--- config.mk ---
export PLATFORM = sky130hd
export DESIGN_NAME = mult_job_arbiter
export DESIGN_NICKNAME = d
export VERILOG_FILES = /design/src/rtl/mult_job_arbiter.sv
export SDC_FILE = /design/constraint.sdc
export NUM_CORES = 1
export LEC_CHECK = 0
export CAP_MARGIN = 20
export CORE_AREA = 2 2 136 138
export CTS_BUF_LIST = sky130_fd_sc_hd__clkbuf_4
export CTS_CLUSTER_DIAMETER = 150
export DETAILED_ROUTE_END_ITERATION = 10
export DIE_AREA = 0 0 138 140
export GPL_ROUTABILITY_DRIVEN = 0
export PLACE_DENSITY = 0.69
export SKIP_CTS_REPAIR_TIMING = 1
export SYNTH_ARGS = -nofsm -noshare
export SYNTH_HDL_FRONTEND = slang
export SYNTH_SLANG_ARGS = --single-unit
--- constraint.sdc ---
create_clock -name clk -period 2.1 [get_ports clk]
set_clock_uncertainty 0.05 [all_clocks]
set_input_delay 0.315 -clock clk [delete_from_list [all_inputs] [get_ports clk]]
set_output_delay 0.315 -clock clk [all_outputs]
set_load 0.05 [all_outputs]
--- src/rtl/mult_job_arbiter.sv ---
// Round-robin arbiter/sequencer that shares one multiply/popcount engine between NREQ requesters.
// Latency: request seen in IDLE at k gives ready at k+1 and start at k+2; done at d gives rsp_valid at d+1; one job at a time.
module mult_job_arbiter #(
    parameter int NREQ    = 4,
    parameter int AW      = 24,
    parameter int WW      = 32,
    parameter int LW      = 6,
    parameter int TIMEOUT = 64,
    localparam int GW     = $clog2(NREQ)
) (
    input  logic                 clk,
    input  logic                 reset,
    input  logic [NREQ-1:0]      req_valid,
    input  logic [NREQ*AW-1:0]   req_a1,
    input  logic [NREQ*AW-1:0]   req_a2,
    output logic [NREQ-1:0]      req_ready,
    output logic [NREQ-1:0]      rsp_valid,
    output logic [WW-1:0]        rsp_w,
    output logic [LW-1:0]        rsp_l,
    output logic                 rsp_ovf,
    output logic                 rsp_timeout,
    output logic                 eng_start,
    output logic [AW-1:0]        eng_a1,
    output logic [AW-1:0]        eng_a2,
    input  logic                 eng_done,
    input  logic [WW-1:0]        eng_w,
    input  logic [LW-1:0]        eng_l,
    input  logic                 eng_ovf,
    output logic                 busy,
    output logic [GW-1:0]        grant_id,
    output logic [15:0]          job_count
);

    localparam int TW = $clog2(TIMEOUT);
    localparam logic [TW-1:0] WD_LAST = TW'(TIMEOUT - 1);

    typedef enum logic [2:0] {
        S_IDLE,
        S_ISSUE,
        S_START,
        S_WAIT,
        S_RESP
    } state_t;

    state_t          r_state;
    state_t          w_state_nxt;
    logic [GW-1:0]   r_ptr;
    logic [GW-1:0]   r_grant;
    logic [TW-1:0]   r_wdog;
    logic [AW-1:0]   r_a1;
    logic [AW-1:0]   r_a2;
    logic [WW-1:0]   r_rsp_w;
    logic [LW-1:0]   r_rsp_l;
    logic            r_rsp_ovf;
    logic            r_rsp_to;
    logic [15:0]     r_job_cnt;

    logic [GW-1:0]   w_pick;
    logic [GW-1:0]   w_idx;
    logic            w_any;
    logic            w_granted_vld;
    logic            w_timeout;

    // Scan starting at the round-robin pointer; first requester found wins.
    always_comb begin
        w_any  = 1'b0;
        w_pick = '0;
        w_idx  = '0;
        for (int i = 0; i < NREQ; i++) begin
            w_idx = GW'((int'(r_ptr) + i) % NREQ);
            if (!w_any && req_valid[w_idx]) begin
                w_any  = 1'b1;
                w_pick = w_idx;
            end
        end
    end

    assign w_granted_vld = req_valid[r_grant];
    assign w_timeout     = (r_wdog == WD_LAST);

    always_comb begin
        w_state_nxt = r_state;
        case (r_state)
            S_IDLE:  if (w_any) w_state_nxt = S_ISSUE;
            S_ISSUE: w_state_nxt = w_granted_vld ? S_START : S_IDLE;
            S_START: w_state_nxt = S_WAIT;
            S_WAIT:  if (eng_done || w_timeout) w_state_nxt = S_RESP;
            S_RESP:  w_state_nxt = S_IDLE;
            default: w_state_nxt = S_IDLE;
        endcase
    end

    always_comb begin
        req_ready = '0;
        rsp_valid = '0;
        eng_start = 1'b0;
        busy      = (r_state != S_IDLE);
        case (r_state)
            S_ISSUE: req_ready = NREQ'(1) << r_grant;
            S_START: eng_start = 1'b1;
            S_RESP:  rsp_valid = NREQ'(1) << r_grant;
            default: ;
        endcase
    end

    always_ff @(posedge clk) begin
        if (reset) begin
            r_state   <= S_IDLE;
            r_ptr     <= '0;
            r_grant   <= '0;
            r_wdog    <= '0;
            r_a1      <= '0;
            r_a2      <= '0;
            r_rsp_w   <= '0;
            r_rsp_l   <= '0;
            r_rsp_ovf <= 1'b0;
            r_rsp_to  <= 1'b0;
            r_job_cnt <= '0;
        end else begin
            r_state <= w_state_nxt;
            case (r_state)
                S_IDLE: begin
                    if (w_any) r_grant <= w_pick;
                end
                S_ISSUE: begin
                    // A withdrawn request leaves operands and pointer untouched.
                    if (w_granted_vld) begin
                        r_a1 <= req_a1[r_grant*AW +: AW];
                        r_a2 <= req_a2[r_grant*AW +: AW];
                    end
                end
                S_START: begin
                    r_wdog <= '0;
                end
                S_WAIT: begin
                    r_wdog <= r_wdog + TW'(1);
                    if (eng_done) begin
                        r_rsp_w   <= eng_w;
                        r_rsp_l   <= eng_l;
                        r_rsp_ovf <= eng_ovf;
                        r_rsp_to  <= 1'b0;
                    end else if (w_timeout) begin
                        r_rsp_w   <= '0;
                        r_rsp_l   <= '0;
                        r_rsp_ovf <= 1'b0;
                        r_rsp_to  <= 1'b1;
                    end
                end
                S_RESP: begin
                    r_ptr     <= (r_grant == GW'(NREQ - 1)) ? '0 : r_grant + GW'(1);
                    r_job_cnt <= r_job_cnt + 16'd1;
                end
                default: ;
            endcase
        end
    end

    assign eng_a1      = r_a1;
    assign eng_a2      = r_a2;
    assign rsp_w       = r_rsp_w;
    assign rsp_l       = r_rsp_l;
    assign rsp_ovf     = r_rsp_ovf;
    assign rsp_timeout = r_rsp_to;
    assign grant_id    = r_grant;
    assign job_count   = r_job_cnt;

    always_ff @(posedge clk) begin
        if (!reset) begin
            assert ($countones({req_ready, rsp_valid, eng_start}) <= 1);
        end
    end

endmodule

## Word level (Yosys, flattened, before mapping)

Index checks and enable logic that the tools add are counted.

| word-level totals | value |
|---|---|
| register bits | 117 |
| input port bits | 238 |
| output and inout port bits | 116 |
| word-level logic and storage cells | 84 |

| operators by class | value |
|---|---|
| $add $sub $neg | 6 |
| $mul | 1 |
| $lt $le $gt $ge | 5 |
| equality and inequality tests | 8 |
| shift-type cells | 3 |
| multiplexer cells | 35 |
| reductions and logical operators | 15 |

Operators with widths:

| cell | count |
|---|---|
| $shiftx A96 B8 Y24 | 2 |
| $mux W32 | 2 |
| $add A16 B1 Y16 const B | 1 |
| $lt A2 B3 Y1 const B | 5 |
| $mux W1 | 14 |
| $mux W2 | 6 |
| $mux W6 | 2 |
| $pmux W3 S4 | 1 |
| $pmux W6 S2 | 1 |
| $bmux W1 S2 | 5 |
| $mux W4 | 2 |
| $reduce_and A2 Y1 | 4 |
| $add A6 B1 Y6 const B | 1 |
| $eq A3 B2 Y1 const B | 2 |
| $eq A6 B6 Y1 const B | 1 |
| $mux W3 | 2 |
| $add A2 B1 Y2 const B | 2 |
| $add A2 B2 Y2 const B | 2 |
| $mul A2 B2 Y4 const B | 1 |
| $ne A2 B2 Y1 const B | 2 |
| $reduce_bool A2 Y1 | 2 |
| $shl A1 B2 Y4 const A | 1 |
| $eq A3 B1 Y1 const B | 1 |
| $eq A3 B3 Y1 const B | 1 |
| 6 further kinds | 10 |

## Depth between registers and ports, before layout

| logic depth | value |
|---|---|
| depth in word-level cells | 14 |
| gate-level depth with buffers | 8 |
| depth with buffers taken out | 5 |

## Worst setup path after synthesis

No wires, ideal clock.

| timing path | value |
|---|---|
| kind | reg2reg |
| start point | reg r_grant[0], in the netlist grant_id[0] |
| end point | reg r_a1[10], in the netlist eng_a1[10] |
| setup time | 0.132 ns |
| arrival time | 2.039 ns |
| data required time | 1.918 ns |
| path slack | -0.121 ns |
| stages on the path, launching flop included | 8 |
| buffers on the path | 3 |
| clock period less this slack | 2.221 ns |
| cells stage by stage | dfxtp_1 > buf_2 > mux4_2 > and2_1 > buf_2 > buf_2 > nand2_1 > a21oi_1 |

| on the way | value |
|---|---|
| cells in the longest elaborated chain, start to end | 3 |
| elaborated cells between the ends (all ways) | 5 |
| those cells by class | mul (1); shift (1); mux (2); reduce/logical (1) |

RTL lines:

| what | RTL line | text |
|---|---|---|
| start, declared | 48 | `logic [GW-1:0] r_grant;` |
| start signal, assigned | 123 | `if (w_any) r_grant <= w_pick;` |
| parallel branches: the longest is 3 deep, another holds $mul A2 B2 Y4 | -- |  |
| end signal, assigned | 128 | `r_a1 <= req_a1[r_grant*AW +: AW];` |
| end, declared | 50 | `logic [AW-1:0] r_a1;` |

Parallel ways; which one is timed is not known. The select of a mux whose other input is x is not followed.
A chain may end at the register's enable or synchronous reset.

## Worst setup path in the final report

| timing path | value |
|---|---|
| start point | reg r_rsp_w[0], in the netlist rsp_w[0] |
| end point | out rsp_w[0] |

RTL lines:

| what | RTL line | text |
|---|---|---|
| start, declared | 52 | `logic [WW-1:0] r_rsp_w;` |
| start signal, assigned | 138 | `r_rsp_w <= eng_w;` |
| end, declared | 18 | `output logic [WW-1:0] rsp_w,` |

No word-level cell between the ends.

==> impl_metrics.json <==
{
  "irDropWorstVdd_v": 0.000266,
  "antenna_found_initial": 1,
  "synth_xor_area_share_pct": 1.26,
  "clock_latency_ps": 510,
  "worstPathArrival_ps": 1660,
  "remaining_drc_errors": 0,
  "fin_crit_ps": 2020,
  "maxSlewHeadroom_pct": 61.9,
  "die_w_um": 138,
  "vias": 5670,
  "holdWs_ps": 218,
  "synthesis.nets": 794,
  "min_period_over_period_pct": 96.3,
  "switchingPower_mw": 1.62,
  "status": "finished, final reports clean",
  "numPortBuffers": 353,
  "avgSynthCellArea_um2": 10.1,
  "setup_viol": 0,
  "drt-wirelength-per-cell_um": 17.9,
  "fp.coreArea_um2": 17800,
  "wirelength_um": 20600,
  "ys_ff_latch": 117,
  "syn_inst": 550,
  "power_frac_clock_pct": 26.8,
  "p_per_area_nw_per_um2": 528,
  "place_inst": 1113,
  "vias_per_cell": 4.92,
  "nets": 1154,
  "cts.sinks": 117,
  "cts_tree": "yes",
  "cts_root_buffer": "clkbuf_4",
  "critPathLaunchType": "flop",
  "synth-adder-area-share_pct": 1.35,
  "end_kind": "output port",
  "grt_pass1_wl_um": 31500,
  "drt_first_iter_violations": 208,
  "dp.final_hpwl_um": 15800,
  "drive_gt1_share_pct": 16.2,
  "final-max-slew-violation-count": 0,
  "dieArea_um2": 19300,
  "ys_seq_area_share_pct": 42.2,
  "synth_top_family_by_area": "multiplexers",
  "path_cells": "clkdlybuf4s50_1",
  "crit_slowest_cell": "clkdlybuf4s50_1",
  "yosysUniqueCellTypes": 43,
  "drtPass1Iterations": 4,
  "start_util_pct": 31.2,
  "clk_path_buf_depth": 2,
  "grt-ovfl-total": 0,
  "ios": 354,
  "tightest_slew_ps": 571,
  "clkTransAtPathRegs_ps": 120,
  "max_stage_delay_ps": 800,
  "fmax_mhz": 495,
  "crit_family": "buffers and inverters",
  "holdCritPathClass": "primary input to flop",
  "internal-power_mw": 3.73,
  "yosys.area_share.simple_pct": 16.2,
  "reg2reg_setup_slack_ps": 260,
  "cts_buffers": 17,
  "cts_htree_levels": 4,
  "p_leak_nw": 5.26,
  "synth-edff-count": 0,
  "synthFlopType": "dfxtp_1",
  "cp.required_ps": 1740,
  "critPathMaxFanout": 2,
  "rsz0062_at_grt": "yes",
  "ys.warnings.count": 0,
  "die_y_um": 140,
  "synth_compound_area_share_pct": 14.4,
  "seq_power_share_pct": 43.8,
  "stdcell_count": 1152,
  "area_delta_synth_final_pct": 82.5,
  "muxShareOfSynthArea_pct": 20.6,
  "cp_num_buf_inv": 1,
  "grt_max_degree": 49,
  "final_antenna_net_count": 0,
  "path_class": "flop to output port",
  "num_rows": 49,
  "grt.total_usage_pct": 20.8,
  "combPwrFrac_pct": 29.4,
  "switching_share_pct": 30.3,
  "grt_pass1_vias": 5718,
  "async_flop_share_pct": 0,
  "maxCapViolations": 0,
  "syn_area_um2": 5550,
  "hold_viol": 0
}
per-stage QoR:
| step | instance area, µm² | power [mW] | TNS [ps] | setup slack (ps) | utilization (%) |
|---|---|---|---|---|---|
| 2_1_floorplan | 5560 | 3.16 | 0 | 29.9 | - |
| 3_3_place_gp | 9490 | 3.94 | 0 | 84.2 | 53.4 |
| 3_5_place_dp | 9490 | 3.95 | 0 | 40.5 | 53.4 |
| 4_1_cts | 9730 | 5.40 | -3020 | -216 | 54.7 |
| 5_1_grt | 10100 | 5.62 | -380 | -83.4 | 57.0 |
| 6_report | 10100 | 5.36 | 0 | 78.4 | 57.0 |
flip-flops by register name, summed over array words and instances (netlist names):
signal       count
rsp_w           32
eng_a1          24
eng_a2          24
job_count       16
r_wdog           6
rsp_l            6
r_state          3
grant_id         2
r_ptr            2
rsp_ovf          1
rsp_timeout      1
final cells by class:
cell class / count / area (µm²)
Antenna cell: 1 / 2.50
Clock buffer: 19 / 143
Clock inverter: 12 / 90.1
Fill cell: 1559 / 7640
Inverter: 8 / 30.0
Multi-Input combinational cell: 381 / 3040
Sequential cell: 117 / 2360
Tap cell: 229 / 287
Timing Repair Buffer: 385 / 4190
final timing paths:
path | from | to | cells after the start
max | rsp_w[0] | rsp_w[0] | 1
min | reset | r_wdog[1] | 2
max reg2reg | job_count[2] | job_count[15] | 4
min reg2reg | eng_a2[1] | eng_a2[1] | 2
metal layers:
| layer | global-route usage [%] | part of all wire, % |
|---|---|---|
| met5 | 0 | 0 |
| met2 | 37.2 | 53 |
| met4 | 6.50 | 1.7 |
| met1 | 23.2 | 37 |
| met3 | 7.49 | 8.4 |
placed cells by master, fill, tap and decap left out, types with 3 or more instances in the layout:
master           count
clkdlybuf4s50_1    239
clkbuf_4            19
dlymetal6s2s_1      99
and2_4               8
nand3_1              8
a21oi_1             67
buf_8                6
o31ai_1              3
buf_4               26
xnor2_1              5
buf_12              13
nor2_1              24
or3_1                4
dfxtp_4              3
ha_1                 6
or4_1                5
inv_1                8
clkinvlp_4           3
mux2i_1              3
o21ai_0              6
a22o_1              39
nand2_1            108
clkinv_1             5
nand4_1              4
mux4_2              49
nor3_1               6
xor2_1               3
dfxtp_1            112
cell usage after synthesis, types with 2 or more instances:
cell type  number  share of area [%]
o22ai_1         2               0.23
clkbuf_1       25                1.7
nand3b_1        2               0.27
nor3_1          6               0.54
mux2i_1         3               0.54
mux4_2         49                 20
a21o_1          2               0.27
o31ai_1         3               0.41
and2_1         10                1.1
ha_1            6                1.4
nand2b_1        3               0.34
nand4_1         4               0.45
nor3b_1         2               0.27
nand3_1         8               0.72
buf_2          18                1.6
o21ai_0         6               0.54
nand2_1       109                7.4
dfxtp_1       117                 42
a22o_1         39                6.2
xor2_1          3               0.47
nor2_1         26                1.8
a21oi_1        68                6.1
or4_1           5               0.68
xnor2_1         5               0.79
or3_1           4               0.45
inv_1           8               0.54
logic make-up after synthesis:
logic type | after synthesis
buffers and inverters | 52
AOI/OAI and AO/OA | 124
muxes | 53
adders and majority gates | 6
xor gates and xnor gates | 8
and+or+nand+nor | 190
DFF | 117
power groups by stage:
stage	clock network [mW]	registers, mW	logic (mW)
after floorplan	0	2.65	0.506
after global placement	0	2.40	1.54
after detailed placement	0	2.40	1.55
after CTS	1.50	2.35	1.55
after global routing	1.59	2.36	1.67
final	1.44	2.35	1.57
No activity file was read; power rests on OpenSTA's default activity.
